$ cat src/rtl/instr_fetch_queue_pkg.sv
// Shared fetch definitions: queue FSM encoding, end-of-trace marker and entry layout.
package instr_fetch_queue_pkg;

  typedef enum logic [1:0] {
    RUN   = 2'd0,
    DRAIN = 2'd1,
    DONE  = 2'd2
  } fq_state_t;

  // An all-zero instruction word marks the end of the fetched trace.
  localparam logic [31:0] END_OF_TRACE = 32'h0000_0000;

  typedef struct packed {
    logic [31:0] pc;
    logic [31:0] instr;
  } fq_entry_t;

endpackage

$ cat src/rtl/instr_fetch_queue_storage.sv
// Entry register file: one write port, one combinational read port, data is never reset.
module fq_storage
  import instr_fetch_queue_pkg::*;
#(
  parameter int DEPTH = 4,
  parameter int PTR_W = 2
) (
  input  logic             clk,
  input  logic             we,
  input  logic [PTR_W-1:0] waddr,
  input  fq_entry_t        wdata,
  input  logic [PTR_W-1:0] raddr,
  output fq_entry_t        rdata
);

  fq_entry_t mem [DEPTH];

  always_ff @(posedge clk) begin
    if (we) mem[waddr] <= wdata;
  end

  assign rdata = mem[raddr];

endmodule

$ cat src/rtl/instr_fetch_queue.sv
// Instruction fetch queue with end-of-trace drain tracking; pointers, count and FSM live here.
module instr_fetch_queue
  import instr_fetch_queue_pkg::*;
#(
  parameter int DEPTH = 4,
  parameter int PTR_W = 2
) (
  input  logic             clk,
  input  logic             reset_n,
  input  logic             in_valid,
  input  logic [31:0]      in_pc,
  input  logic [31:0]      in_instr,
  output logic             in_ready,
  output logic             out_valid,
  output logic [31:0]      out_pc,
  output logic [31:0]      out_instr,
  input  logic             out_ready,
  input  logic             flush,
  output logic [PTR_W:0]   count,
  output logic             trace_done
);

  // Handshake: a word moves on a side only in a cycle where its valid and ready are
  // both high at the rising edge and flush is low; flush wins over every transfer.

  localparam logic [PTR_W:0] FULL_CNT = (PTR_W+1)'(DEPTH);

  fq_state_t        state;
  logic [PTR_W-1:0] head;
  logic [PTR_W-1:0] tail;
  logic [PTR_W:0]   count_next;
  logic             enq;
  logic             deq;
  logic             eot;
  fq_entry_t        wr_entry;
  fq_entry_t        rd_entry;

  assign in_ready   = (count < FULL_CNT) && (state == RUN);
  assign out_valid  = (count != '0);
  assign trace_done = (state == DONE);

  assign enq = in_valid && in_ready && !flush && (in_instr != END_OF_TRACE);
  assign deq = out_valid && out_ready && !flush;
  // The terminating zero word is consumed by the FSM, never stored.
  assign eot = (state == RUN) && in_valid && (in_instr == END_OF_TRACE) &&
               (count < FULL_CNT) && !flush;

  always_comb begin
    count_next = count + {{PTR_W{1'b0}}, enq} - {{PTR_W{1'b0}}, deq};
  end

  always_ff @(posedge clk or negedge reset_n) begin
    if (!reset_n) begin
      head  <= '0;
      tail  <= '0;
      count <= '0;
      state <= RUN;
    end else if (flush) begin
      head  <= '0;
      tail  <= '0;
      count <= '0;
      state <= RUN;
    end else begin
      if (enq) tail <= tail + PTR_W'(1);
      if (deq) head <= head + PTR_W'(1);
      count <= count_next;
      case (state)
        RUN:     if (eot) state <= (count_next == '0) ? DONE : DRAIN;
        DRAIN:   if (count_next == '0) state <= DONE;
        DONE:    state <= DONE;
        default: state <= RUN;
      endcase
    end
  end

  assign wr_entry.pc    = in_pc;
  assign wr_entry.instr = in_instr;

  fq_storage #(
    .DEPTH (DEPTH),
    .PTR_W (PTR_W)
  ) u_storage (
    .clk   (clk),
    .we    (enq),
    .waddr (tail),
    .wdata (wr_entry),
    .raddr (head),
    .rdata (rd_entry)
  );

  assign out_pc    = rd_entry.pc;
  assign out_instr = rd_entry.instr;

endmodule
$ cat config.mk
export PLATFORM = sky130hd
export DESIGN_NAME = instr_fetch_queue
export DESIGN_NICKNAME = d
export VERILOG_FILES = /design/src/rtl/instr_fetch_queue_pkg.sv /design/src/rtl/instr_fetch_queue_storage.sv /design/src/rtl/instr_fetch_queue.sv
export SDC_FILE = /design/constraint.sdc
export NUM_CORES = 1
export LEC_CHECK = 0
export BUFFER_PORTS_ARGS = -buffer_cell sky130_fd_sc_hd__buf_2
export CAP_MARGIN = 15
export CORE_MARGIN = 5
export CORE_UTILIZATION = 55
export DETAILED_ROUTE_END_ITERATION = 10
export PLACE_DENSITY = 0.78
export SYNTH_ARGS = -nofsm -noshare
export SYNTH_HDL_FRONTEND = slang
export SYNTH_SLANG_ARGS = --single-unit
$ cat constraint.sdc
create_clock -name clk -period 5.3 [get_ports clk]
set_input_delay 0.53 -clock clk [delete_from_list [all_inputs] [get_ports clk]]
set_output_delay 0.53 -clock clk [all_outputs]
set_load 0.02 [all_outputs]
==> results <==
- The worst-case clock buffer depth is 3.
- Port buffering added 138 buffers.
- The internal portion of total power is 4.066 mW.
- The nature of the critical path endpoint is a register.
- CTS saw 265 sinks.
- The combined area of all synthesized cells is 0.009932 sq mm.
- The smallest setup slack after layout is 1741 ps.
- The die is 144.4 um tall.
- The first detailed-routing pass ran for 4 iterations.
- The library cell contributing the largest single delay on the critical path is sky130_fd_sc_hd__or3_1.
- The initial antenna violation count is 2.
- For this run, asynchronously set or reset flops after synthesis account for 3.396%.
- The fraction of post-synthesis cell area in the top cell type by area is 77.40%.
- The average wire length per cell after detail routing is 22.83 um.
- CTS built an H-tree with a depth of 1.
- The number of core rows is 49.
- The maximum vdd ir drop is 0.5376 mV.
- STA puts the critical path data arrival time at 3960 ps.
- The post-synthesis net count is 492.
- Broken down by cell family, the worst path's largest delay share belongs to adder cells.
- The final non-filler cell area is 0.01177 sq mm.
- The placeable core region is 0.01790 sq mm.
- In this run the cell area measured after placement is 0.01090 sq mm.
- Setup repair after global routing left no endpoint under its margin.
- The power density relative to cell area is 474.7 mW/mm^2.
- The leakage dissipation is 3.979 nW.
- The global placer's final weighted congestion is 0.7630.
- The initial core utilization is 55.48%.
- The total die area is 0.02085 sq mm.
- The cell chosen for the clock root is sky130_fd_sc_hd__clkbuf_16.
- The clock tree from TritonCTS is built.
- Yosys attributes the largest share of cell area to sky130_fd_sc_hd__edfxtp_1 77%, sky130_fd_sc_hd__mux4_2 15%, sky130_fd_sc_hd__dfrtp_1 2.3%.
- The number of max-slew violations in the final report is 0.
- Among all flip-flop cells after synthesis, the most frequent one is sky130_fd_sc_hd__edfxtp_1.
- After detailed routing, the number of vias per cell comes to 5.739.
- The number of nets in the layout is 649.
- The worst slack after detailed placement is 1147 ps.
- Dividing the synthesized area by the synthesized cell count gives 24.11 sq um.
- In this run the power spent charging and discharging nets is 1.519 mW.
- The count of final hold-check violations is 0.
- The TritonCTS buffer count is 27.
- The library cell used most frequently in the layout, excluding fill and tap cells, is sky130_fd_sc_hd__edfxtp_1.
- The floorplan step set the die width to 144.4 um.
- For the finished layout, the period the worst path requires is 3559 ps.
- The number of remaining DRC errors is 0.
- Setup violations remaining at the end of the flow were counted as 0.
- The total negative slack for setup checks is 0 ps.
- The total grt overflow is 0.
- The layout overhead on the synthesized area is 18.46%.
- The number of top-level pins is 139.
- Wires add up to 18.70 mm.
- The number of violations reported at the end of detailed-routing iteration 0 is 280.
- The minimum hold slack is 232.8 ps.
- The proportion of power drawn by flip-flops and latches is 46.6%.
- The achievable clock frequency is 281.0 MHz.
- At the pin with the least slew margin, the transition time is 1005 ps.
- Summing over every cut layer, the via total after detailed routing is 4700.
- Entering global routing, the biggest net connects 66 pins.
- The clock latency reported for the late side of the worst-skew pair is 510 ps.
- The flow ran to the end, and the final reports show no timing, DRC or antenna violations.
- The count of maximum capacitance violations is 0.
- The kind of path behind the tightest hold check is in -> reg.
- In this run, the combinational gates consume 21.0% of the power.
- The largest total area in the synthesized netlist belongs to sky130_fd_sc_hd__edfxtp_1.
- The via count of the first global-routing pass came to 5053.
- The type of the worst setup path is reg -> reg.
- The HPWL after detailed placement is 11.67 mm.
- Counting both buffers and inverters, the worst setup path holds a total of 3.
- Along the worst path, the maximum fanout reaches 5.
- The proportion of total power due to net switching is 27.19%.
- During synthesis, Yosys emitted a total of 0 warnings.
- The number of unique standard cell types used by synthesis is 33.
- After synthesis the netlist holds a flip-flop and latch count of 265.
- The number of nets with antenna violations after routing is 0.
- The clock network fraction of design power is 32.3%.
- Clock skew on the completed layout was measured at 7.036 ps.
- Overall power consumption after layout is estimated at 5.584 mW.
- The worst setup path is launched from a register.
- The cell count after synthesis is 412.
- The worst path required time is 5700 ps.
- The first global-routing pass estimated 28.63 mm of wire.
- The post-route netlist has 43.88% of its cells at a drive strength greater than 1.
- The worst stage delay on the critical path is 530 ps.
- In the finished design, the share of the clock period the worst path needs comes to 67.15%.
- Across every metal layer, demand over resource in global routing totals 18.22%.
- Summing the sequential cell areas from Yosys gives 79.67% of the chip area.
- The library cells used most frequently in the layout, excluding fill and tap cells, are 256 x sky130_fd_sc_hd__edfxtp_1, 138 x sky130_fd_sc_hd__buf_2, 64 x sky130_fd_sc_hd__mux4_2.
- The signal on the critical path passes through inv_1 -> ha_1 -> and2b_2 -> nand2_1 -> or3_1 -> ha_1 -> inv_1 -> ha_1 -> inv_1 -> fa_1 -> xnor3_2 -> nand3b_2 -> a22oi_2 -> o22ai_2 -> a32o_1.
- The number of flops mapped to enable cells by yosys is 256.
- Clock-pin slew was measured on the worst setup and hold paths at 60 ps.
- Headroom to the max-slew limit came out at 32.99%.
power by group through the flow:
| stage | Clock, mW | Combinational, mW | Sequential (mW) |
|---|---|---|---|
| after floorplan | 0 | 0.925 | 2.54 |
| after global placement | 0 | 1.17 | 2.65 |
| after detailed placement | 0 | 1.19 | 2.66 |
| after CTS | 1.85 | 1.19 | 2.62 |
| after global routing | 1.95 | 1.26 | 2.64 |
| final | 1.81 | 1.17 | 2.60 |
registers in the layout, indices dropped and copies added (netlist names):
register       flops
u_storage.mem    256
state              2
head               2
tail               2
count              3
worst register-to-register path, cell delays in order, from the launching register on:
cell and delay (ps):
sky130_fd_sc_hd__dfrtp_1 410, sky130_fd_sc_hd__inv_1 110, sky130_fd_sc_hd__ha_1 250, sky130_fd_sc_hd__and2b_2 170, sky130_fd_sc_hd__nand2_1 130, sky130_fd_sc_hd__or3_1 530, sky130_fd_sc_hd__ha_1 360, sky130_fd_sc_hd__inv_1 60
sky130_fd_sc_hd__ha_1 130, sky130_fd_sc_hd__inv_1 50, sky130_fd_sc_hd__fa_1 400, sky130_fd_sc_hd__xnor3_2 250, sky130_fd_sc_hd__nand3b_2 110, sky130_fd_sc_hd__a22oi_2 160, sky130_fd_sc_hd__o22ai_2 120, sky130_fd_sc_hd__a32o_1 210
what timing repair did:
action | 4_1_cts | 5_1_grt
resized for setup | 0 | 0
setup buffers | 0 | 0
hold buffers | 1 | 0
endpoints found under the hold margin | 9 | 0
synthesized netlist by cell type (2+ instances only):
cell / number
sky130_fd_sc_hd__xor2_1: 2
sky130_fd_sc_hd__ha_1: 10
sky130_fd_sc_hd__nor2_1: 13
sky130_fd_sc_hd__mux2i_1: 2
sky130_fd_sc_hd__nor4_1: 8
sky130_fd_sc_hd__edfxtp_1: 256
sky130_fd_sc_hd__dfrtp_1: 9
sky130_fd_sc_hd__inv_1: 11
sky130_fd_sc_hd__nand2_1: 2
sky130_fd_sc_hd__buf_2: 7
sky130_fd_sc_hd__nand4_1: 2
sky130_fd_sc_hd__clkbuf_1: 2
sky130_fd_sc_hd__buf_4: 5
sky130_fd_sc_hd__mux4_2: 64
kinds of logic (layout without fill, tap and decap cells):
kind of cell,count (synthesis),count (layout),synth area share (%)
xor+xnor,4,4,0.5039
flops,265,265,79.67
fa+ha+maj,11,11,1.461
compound gates,5,5,0.5164
buf+inv,27,203,1.310
other cells,0,2,0
mux,66,66,14.71
simple gates,34,34,1.827
layout make-up:
cell class | instances | area [sq um]
Antenna cell | 2 | 5.005
Inverter | 11 | 41.29
Multi-Input combinational cell | 120 | 1919
Clock inverter | 15 | 156.4
Sequential cell | 265 | 7920
Clock buffer | 33 | 698.2
Tap cell | 229 | 286.5
Fill cell | 1186 | 6137
Timing Repair Buffer | 144 | 738.2
routing by layer:
metal	vias to the layer above	share of wire [%]	global-route usage, %
li1	2052	-	-
met5	-	0.070	0
met1	2438	39	23.95
met3	33	6.8	3.968
met4	2	2.4	5.449
met2	175	51	31.04
stage by stage:
step,utilization [%],cells
final,65.72,819
after CTS,65.69,817
after global placement,60.86,768
after global routing,65.70,818
after detailed placement,60.86,768
after floorplan,-,412
final timing paths:
kind | startpoint | endpoint | slack (ps) | cells past startpoint
worst max-delay path | state[1]$_DFFE_PN0P_ | state[0]$_DFFE_PN0P_ | 1740 | 15
worst min-delay path | in_pc[14] | u_storage.mem[0][46]$_DFFE_PP_ | 230 | 1
worst max register to register | state[1]$_DFFE_PN0P_ | state[0]$_DFFE_PN0P_ | 1740 | 15
worst min register to register | state[0]$_DFFE_PN0P_ | state[0]$_DFFE_PN0P_ | 580 | 1
max in group asynchronous | reset_n | head[1]$_DFFE_PN0P_ | 4670 | 2
min in group asynchronous | reset_n | head[0]$_DFFE_PN0P_ | 410 | 2
Note: power is estimated with default switching activity, not from simulation.
